===== src/rtl/id_ex_stage_pkg.sv =====
// Shared types for the ID/EX pipeline register: control bundle, bubble value, FSM states.
package id_ex_stage_pkg;

  // Decode control fields carried from ID into EX.
  typedef struct packed {
    logic regwrite;
    logic alusrc;
    logic memread;
    logic memwrite;
    logic mem2reg;
    logic branch;
    logic jump;
  } ctrl_t;

  // Control value of an inserted bubble: no side effects in later stages.
  localparam ctrl_t CTRL_BUBBLE = '0;

  // RUN: normal flow. FLUSH_PEND: a flush arrived while frozen; bubble on release.
  typedef enum logic [0:0] {
    RUN        = 1'b0,
    FLUSH_PEND = 1'b1
  } state_t;

endpackage


===== src/rtl/id_ex_stage_hazard_detect.sv =====
// Load-use hazard detector: the instruction in EX is a load whose destination
// is read by the instruction currently in ID.
module hazard_detect #(
  parameter int REG_AW = 5
) (
  input  logic              ex_valid,
  input  logic              ex_memread,
  input  logic [REG_AW-1:0] ex_rd,
  input  logic              id_valid,
  input  logic [REG_AW-1:0] id_rs1,
  input  logic [REG_AW-1:0] id_rs2,
  output logic              haz
);

  // x0 never carries a dependency, so rd == 0 cannot cause a stall.
  always_comb begin
    haz = ex_valid && ex_memread && (ex_rd != '0) &&
          ((ex_rd == id_rs1) || (ex_rd == id_rs2)) && id_valid;
  end

endmodule


===== src/rtl/id_ex_stage.sv =====
// ID/EX pipeline register with load-use stall generation, flush/hazard bubble
// insertion, flush-during-hold memory and a saturating bubble counter.
module id_ex_stage
  import id_ex_stage_pkg::*;
#(
  parameter int XLEN   = 32,
  parameter int REG_AW = 5,
  parameter int CNT_W  = 32
) (
  input  logic              clk,
  input  logic              rst_n,
  input  logic              hold_i,
  input  logic              flush_i,
  input  logic              id_valid_i,
  input  logic              id_regwrite_i,
  input  logic              id_alusrc_i,
  input  logic              id_memread_i,
  input  logic              id_memwrite_i,
  input  logic              id_mem2reg_i,
  input  logic              id_branch_i,
  input  logic              id_jump_i,
  input  logic [REG_AW-1:0] id_rs1_i,
  input  logic [REG_AW-1:0] id_rs2_i,
  input  logic [REG_AW-1:0] id_rd_i,
  input  logic [XLEN-1:0]   id_pc_i,
  input  logic [XLEN-1:0]   id_rd1_i,
  input  logic [XLEN-1:0]   id_rd2_i,
  input  logic [XLEN-1:0]   id_imm_i,
  output logic              ex_valid_o,
  output logic              ex_regwrite_o,
  output logic              ex_alusrc_o,
  output logic              ex_memread_o,
  output logic              ex_memwrite_o,
  output logic              ex_mem2reg_o,
  output logic              ex_branch_o,
  output logic              ex_jump_o,
  output logic [REG_AW-1:0] ex_rs1_o,
  output logic [REG_AW-1:0] ex_rs2_o,
  output logic [REG_AW-1:0] ex_rd_o,
  output logic [XLEN-1:0]   ex_pc_o,
  output logic [XLEN-1:0]   ex_rd1_o,
  output logic [XLEN-1:0]   ex_rd2_o,
  output logic [XLEN-1:0]   ex_imm_o,
  output logic              stall_o,
  output logic [CNT_W-1:0]  bubble_cnt_o
);

  state_t            state_r, state_nxt_s;
  ctrl_t             ex_ctrl_r, id_ctrl_s;
  logic              ex_valid_r;
  logic [REG_AW-1:0] ex_rs1_r, ex_rs2_r, ex_rd_r;
  logic [XLEN-1:0]   ex_pc_r, ex_rd1_r, ex_rd2_r, ex_imm_r;
  logic [CNT_W-1:0]  bubble_cnt_r;
  logic              haz_s, flush_evt_s, haz_evt_s, count_evt_s;

  hazard_detect #(.REG_AW(REG_AW)) u_hazard_detect (
    .ex_valid   (ex_valid_r),
    .ex_memread (ex_ctrl_r.memread),
    .ex_rd      (ex_rd_r),
    .id_valid   (id_valid_i),
    .id_rs1     (id_rs1_i),
    .id_rs2     (id_rs2_i),
    .haz        (haz_s)
  );

  // A flush or a hold already keeps the ID instruction from advancing, so no stall then.
  assign stall_o = haz_s && !flush_i && !hold_i;

  // Classify this edge: flush bubble (incl. one deferred by hold) beats hazard bubble.
  always_comb begin
    flush_evt_s = !hold_i && (flush_i || (state_r == FLUSH_PEND));
    haz_evt_s   = !hold_i && !flush_evt_s && haz_s;
    count_evt_s = flush_evt_s || haz_evt_s;
  end

  // Decoded control as captured; writes to x0 are suppressed here.
  always_comb begin
    id_ctrl_s          = CTRL_BUBBLE;
    id_ctrl_s.regwrite = id_regwrite_i && (id_rd_i != '0);
    id_ctrl_s.alusrc   = id_alusrc_i;
    id_ctrl_s.memread  = id_memread_i;
    id_ctrl_s.memwrite = id_memwrite_i;
    id_ctrl_s.mem2reg  = id_mem2reg_i;
    id_ctrl_s.branch   = id_branch_i;
    id_ctrl_s.jump     = id_jump_i;
  end

  // Remember a flush that arrives while frozen until the freeze lifts.
  always_comb begin
    state_nxt_s = state_r;
    case (state_r)
      RUN: begin
        if (hold_i && flush_i) state_nxt_s = FLUSH_PEND;
        else                   state_nxt_s = RUN;
      end
      FLUSH_PEND: begin
        if (!hold_i) state_nxt_s = RUN;
        else         state_nxt_s = FLUSH_PEND;
      end
      default: state_nxt_s = RUN;
    endcase
  end

  // FSM state register; reset drops any pending flush.
  always_ff @(posedge clk or negedge rst_n) begin
    if (!rst_n) state_r <= RUN;
    else        state_r <= state_nxt_s;
  end

  // Pipeline register: hold freezes, events and invalid ID load a bubble, else capture.
  always_ff @(posedge clk or negedge rst_n) begin
    if (!rst_n) begin
      ex_valid_r <= 1'b0;
      ex_ctrl_r  <= CTRL_BUBBLE;
      ex_rs1_r   <= '0;
      ex_rs2_r   <= '0;
      ex_rd_r    <= '0;
      ex_pc_r    <= '0;
      ex_rd1_r   <= '0;
      ex_rd2_r   <= '0;
      ex_imm_r   <= '0;
    end else if (hold_i) begin
      ex_valid_r <= ex_valid_r;
    end else if (count_evt_s || !id_valid_i) begin
      ex_valid_r <= 1'b0;
      ex_ctrl_r  <= CTRL_BUBBLE;
      ex_rs1_r   <= '0;
      ex_rs2_r   <= '0;
      ex_rd_r    <= '0;
      ex_pc_r    <= '0;
      ex_rd1_r   <= '0;
      ex_rd2_r   <= '0;
      ex_imm_r   <= '0;
    end else begin
      ex_valid_r <= 1'b1;
      ex_ctrl_r  <= id_ctrl_s;
      ex_rs1_r   <= id_rs1_i;
      ex_rs2_r   <= id_rs2_i;
      ex_rd_r    <= id_rd_i;
      ex_pc_r    <= id_pc_i;
      ex_rd1_r   <= id_rd1_i;
      ex_rd2_r   <= id_rd2_i;
      ex_imm_r   <= id_imm_i;
    end
  end

  // Saturating count of flush/hazard bubbles; invalid-ID bubbles are not counted.
  always_ff @(posedge clk or negedge rst_n) begin
    if (!rst_n) begin
      bubble_cnt_r <= '0;
    end else if (count_evt_s && !(&bubble_cnt_r)) begin
      bubble_cnt_r <= bubble_cnt_r + {{(CNT_W-1){1'b0}}, 1'b1};
    end else begin
      bubble_cnt_r <= bubble_cnt_r;
    end
  end

  assign ex_valid_o    = ex_valid_r;
  assign ex_regwrite_o = ex_ctrl_r.regwrite;
  assign ex_alusrc_o   = ex_ctrl_r.alusrc;
  assign ex_memread_o  = ex_ctrl_r.memread;
  assign ex_memwrite_o = ex_ctrl_r.memwrite;
  assign ex_mem2reg_o  = ex_ctrl_r.mem2reg;
  assign ex_branch_o   = ex_ctrl_r.branch;
  assign ex_jump_o     = ex_ctrl_r.jump;
  assign ex_rs1_o      = ex_rs1_r;
  assign ex_rs2_o      = ex_rs2_r;
  assign ex_rd_o       = ex_rd_r;
  assign ex_pc_o       = ex_pc_r;
  assign ex_rd1_o      = ex_rd1_r;
  assign ex_rd2_o      = ex_rd2_r;
  assign ex_imm_o      = ex_imm_r;
  assign bubble_cnt_o  = bubble_cnt_r;

endmodule


===== config.mk =====
export PLATFORM = sky130hd
export DESIGN_NAME = id_ex_stage
export DESIGN_NICKNAME = d
export VERILOG_FILES = /design/src/rtl/id_ex_stage_pkg.sv /design/src/rtl/id_ex_stage_hazard_detect.sv /design/src/rtl/id_ex_stage.sv
export SDC_FILE = /design/constraint.sdc
export NUM_CORES = 1
export LEC_CHECK = 0
export ABC_AREA = 1
export CORE_MARGIN = 5
export CORE_UTILIZATION = 43
export DETAILED_ROUTE_END_ITERATION = 10
export HOLD_SLACK_MARGIN = 0.06
export PLACE_DENSITY = 0.77
export SYNTH_ARGS = -nofsm -noshare
export SYNTH_HDL_FRONTEND = slang
export SYNTH_SLANG_ARGS = --single-unit
export TNS_END_PERCENT = 5

===== constraint.sdc =====
create_clock -name clk -period 2.55 [get_ports clk]
set_clock_uncertainty 0.1 [all_clocks]
set_input_delay 0.51 -clock clk [delete_from_list [all_inputs] [get_ports clk]]
set_output_delay 0.51 -clock clk [all_outputs]
set_load 0.01 [all_outputs]

==> impl_metrics.xml <==
<?xml version="1.0" encoding="UTF-8"?>
<metrics>
  <group name="run_status">
    <metric name="status" unit="">finished clean</metric>
  </group>
  <group name="critical_path">
    <metric name="crit_chain" unit="">clkdlybuf4s50_1 -&gt; inv_1 -&gt; nand2_1 -&gt; nand2_1 -&gt; nor2_1 -&gt; nand3_1 -&gt; nand2_1 -&gt; nand2_1 -&gt; nor3_1 -&gt; buf_2</metric>
    <metric name="crit_top_cell" unit="">sky130_fd_sc_hd__nand2_1</metric>
    <metric name="regToRegEndpoint" unit="">bubble_cnt_o[14]</metric>
    <metric name="r2r.worst_path.cells" unit="">9</metric>
    <metric name="worst_path_largest_cell_delay" unit="ps">480</metric>
    <metric name="timing.critical_path.from_type" unit="">input pin</metric>
    <metric name="worstPathMaxFanout" unit="">2</metric>
    <metric name="critPathRequiredTime" unit="ps">1940</metric>
    <metric name="timing.critical_path.slowest_stage_cell" unit="">sky130_fd_sc_hd__clkdlybuf4s50_1</metric>
    <metric name="reg2reg_slack" unit="ps">310</metric>
    <metric name="crit_arrival" unit="ps">1850</metric>
    <metric name="critPathKind" unit="">input pin to output pin</metric>
    <metric name="critical_path.reg2reg.startpoint" unit="">bubble_cnt_o[0]</metric>
    <metric name="worst_setup_path_end_kind" unit="">output pin</metric>
  </group>
  <group name="power_and_ir_drop">
    <metric name="irDropWorstVdd" unit="mV">0.440</metric>
    <metric name="power_leakage" unit="µW">0.00611</metric>
    <metric name="finalPower" unit="µW">6900</metric>
    <metric name="p_per_area" unit="nW/µm²">547</metric>
  </group>
  <group name="place">
    <metric name="pre_cts_slack" unit="ps">-309</metric>
    <metric name="place_congestion" unit="">0.891</metric>
    <metric name="dpl-instance-area" unit="µm²">12000</metric>
    <metric name="io_buffers" unit="">338</metric>
    <metric name="numPlacedInstances" unit="">1602</metric>
    <metric name="dp.final_hpwl" unit="µm">19900</metric>
  </group>
  <group name="sta">
    <metric name="fin_crit" unit="ps">2460</metric>
    <metric name="timing_max_transition_violations_final" unit="">0</metric>
    <metric name="achievable-frequency" unit="GHz">0.407</metric>
    <metric name="report.final.hold_viol_count" unit="">0</metric>
    <metric name="grt_setup_unrepaired" unit="">false</metric>
    <metric name="tightest_slew" unit="ps">620</metric>
    <metric name="layout_worst_path_cycle_share" unit="">0.964</metric>
    <metric name="finalSetupViolCount" unit="">0</metric>
    <metric name="timing.slew.headroom" unit="">0.587</metric>
    <metric name="setup_ws_post_layout" unit="ps">92.1</metric>
  </group>
  <group name="synthesis">
    <metric name="synth_ff_type" unit="">sky130_fd_sc_hd__dfrtp_1</metric>
    <metric name="netlist.area_leader.share" unit="">0.558</metric>
    <metric name="netlist_instances" unit="">1028</metric>
    <metric name="synth.yosys.seq_area_share" unit="">0.558</metric>
    <metric name="synth.area.top_cells" unit="">sky130_fd_sc_hd__dfrtp_1 (56%), sky130_fd_sc_hd__nand2_1 (15%), sky130_fd_sc_hd__o21ai_0 (8.9%)</metric>
    <metric name="number_of_synthesized_flops_with_an_enable_pin" unit="">0</metric>
    <metric name="synth_warnings" unit="">0</metric>
    <metric name="ys_types" unit="">21</metric>
    <metric name="most_used_standard_cells_in_the_synthesized_netlist" unit="">sky130_fd_sc_hd__nand2_1 (327), sky130_fd_sc_hd__dfrtp_1 (184), sky130_fd_sc_hd__inv_1 (178)</metric>
    <metric name="synth_fp_nets" unit="">1184</metric>
    <metric name="yosysTopAreaCell" unit="">sky130_fd_sc_hd__dfrtp_1</metric>
    <metric name="synth_area" unit="µm²">8250</metric>
    <metric name="async_reset_ff_frac" unit="">1.00</metric>
    <metric name="synth.ff_latch_count" unit="">184</metric>
    <metric name="post-synth-top-count-cell" unit="">sky130_fd_sc_hd__nand2_1</metric>
    <metric name="syn_avg_cell_area" unit="µm²">8.03</metric>
  </group>
  <group name="drt">
    <metric name="ant_nets" unit="">0</metric>
    <metric name="postRouteWirelength" unit="µm">26700</metric>
    <metric name="vias" unit="">7751</metric>
    <metric name="drt-initial-drc-count" unit="">418</metric>
    <metric name="viasPerCell" unit="">4.73</metric>
    <metric name="route.detailed.drc" unit="">0</metric>
    <metric name="dr.pass1.iters" unit="">5</metric>
    <metric name="routed_length_per_placed_instance" unit="µm">16.3</metric>
  </group>
  <group name="cts">
    <metric name="cts.sinks" unit="">184</metric>
    <metric name="clock_path_buffers" unit="">2</metric>
    <metric name="clock_network_latency_to_the_later_pin_of_the_worst_skew_pair" unit="ps">420</metric>
    <metric name="cts_tree" unit="">done</metric>
    <metric name="clk_transition_reported_paths" unit="ps">70</metric>
    <metric name="cts-htree-levels" unit="">4</metric>
    <metric name="cts_made_buffers" unit="">17</metric>
    <metric name="cts.root.buffer_cell" unit="">sky130_fd_sc_hd__clkbuf_16</metric>
  </group>
  <group name="floorplanning">
    <metric name="num_io_pins" unit="">339</metric>
    <metric name="std_cell_rows" unit="">50</metric>
    <metric name="dieWidth" unit="µm">149</metric>
    <metric name="initial_utilization" unit="">0.438</metric>
    <metric name="core-area" unit="µm²">18800</metric>
    <metric name="fp.dieArea" unit="µm²">22100</metric>
    <metric name="floorplan.die.height" unit="µm">149</metric>
  </group>
  <group name="cells_and_area">
    <metric name="layout-drive-gt1-share" unit="">0.0443</metric>
    <metric name="number_of_nets_in_the_layout" unit="">1519</metric>
    <metric name="stdcell_count" unit="">1638</metric>
    <metric name="final_cell_area" unit="µm²">12600</metric>
    <metric name="area_delta_synth_final" unit="%">52.8</metric>
    <metric name="postLayoutCoreUtil" unit="">0.670</metric>
    <metric name="fillers" unit="">1477</metric>
  </group>
  <group name="global_routing">
    <metric name="first_pass_grt_wire_length" unit="µm">42400</metric>
    <metric name="grt_max_degree" unit="">139</metric>
    <metric name="grtUsageTotal" unit="">0.243</metric>
    <metric name="grt_overflow" unit="">0</metric>
    <metric name="first_global_vias" unit="">8061</metric>
    <metric name="grt_antenna_before_repair" unit="">2</metric>
  </group>
  <group name="min_path">
    <metric name="worstHoldPathCells" unit="">3</metric>
    <metric name="hold-path-endpoint" unit="">ex_rs2_o[1]</metric>
    <metric name="worst_hold_startpoint" unit="">hold_i</metric>
    <metric name="holdCritPathClass" unit="">input pin to flop</metric>
  </group>
  <group name="run">
    <metric name="drv.max_cap_violation_count" unit="">0</metric>
  </group>
</metrics>
[worst max path at each step]
| stage | from | endpoint |
|---|---|---|
| after detailed placement | id_rs1_i[4] | stall_o |
| final | id_rs1_i[4] | stall_o |
| after floorplan | bubble_cnt_o[0] | bubble_cnt_o[2] |
| after global placement | id_rs1_i[4] | stall_o |
| after global routing | id_rs2_i[4] | stall_o |
| after CTS | id_rs1_i[4] | stall_o |
[layout by cell type (no fill, tap or decap), drive strengths merged, types with 8 or more instances in the layout]
cell type,instances
clkdlybuf4s50,335
nand2,327
inv,188
dfrtp,184
o21ai,146
nor2,49
nand3,48
buf,21
clkbuf,20
nor3,12
xor2,10
nand3b,8
nand4,8
[critical path: cells and delay by family]
family	cells	cell delay [ps]
AND/OR/NAND/NOR	7	620
buffers and inverters	3	710
[area by class of cell]
| class | instances | area (µm²) | share of cell area |
|---|---|---|---|
| diodes | 2 | 5.00 | 0.000397 |
| clock buffers | 19 | 443 | 0.0351 |
| clock inverters | 13 | 151 | 0.0120 |
| inverters | 181 | 679 | 0.0539 |
| multi-input cells | 621 | 2780 | 0.221 |
| flip-flops and latches | 184 | 4600 | 0.365 |
| well taps | 260 | 325 | 0.0258 |
| repair buffers | 358 | 3620 | 0.287 |
[stage by stage]
step	hold WS, ps	TNS (ps)
after floorplan	114	0
after global placement	364	-304
after detailed placement	372	-309
after CTS	311	0
after global routing	320	0
final	329	0
[what timing repair did]
action                                  in CTS  in global routing
hold endpoints to repair                    51                  0
endpoints found under the setup margin       1                  1
gates resized for setup                      4                  1
buffers inserted                             0                  1
pin swaps                                    0                  2
hold buffers                                 1                  0
[state kept, by name, summed over array words and instances, names as in the netlist]
register,count
ex_rs1_o,5
ex_pc_o,32
ex_rd1_o,32
ex_memwrite_o,1
state_r,1
bubble_cnt_o,32
ex_rd2_o,32
ex_imm_o,32
ex_rd_o,5
ex_rs2_o,5
ex_branch_o,1
ex_mem2reg_o,1
ex_valid_o,1
ex_regwrite_o,1
ex_memread_o,1
ex_jump_o,1
ex_alusrc_o,1
[logic make-up after synthesis]
group                      after synthesis  synth area share
buffers and inverters                  223             0.106
xor gates and xnor gates                17            0.0180
adders and majority gates                1           0.00152
AOI/OAI and AO/OA                      151            0.0923
and+or+nand+nor                        452             0.224
DFF                                    184             0.558
[report_power, final]
part / switching [µW] / internal [µW]
logic: 458 / 575
clock network: 1250 / 1420
registers: 133 / 3060
total: 1840 / 5060
[metal layers]
metal,up-vias,GRT usage,wire length [µm]
met4,0,0.0859,624
met3,38,0.0771,2040
li1,3806,-,-
met2,261,0.433,13900
met1,3646,0.274,10100
met5,-,0,0
Power figures use the tool's default switching activity.
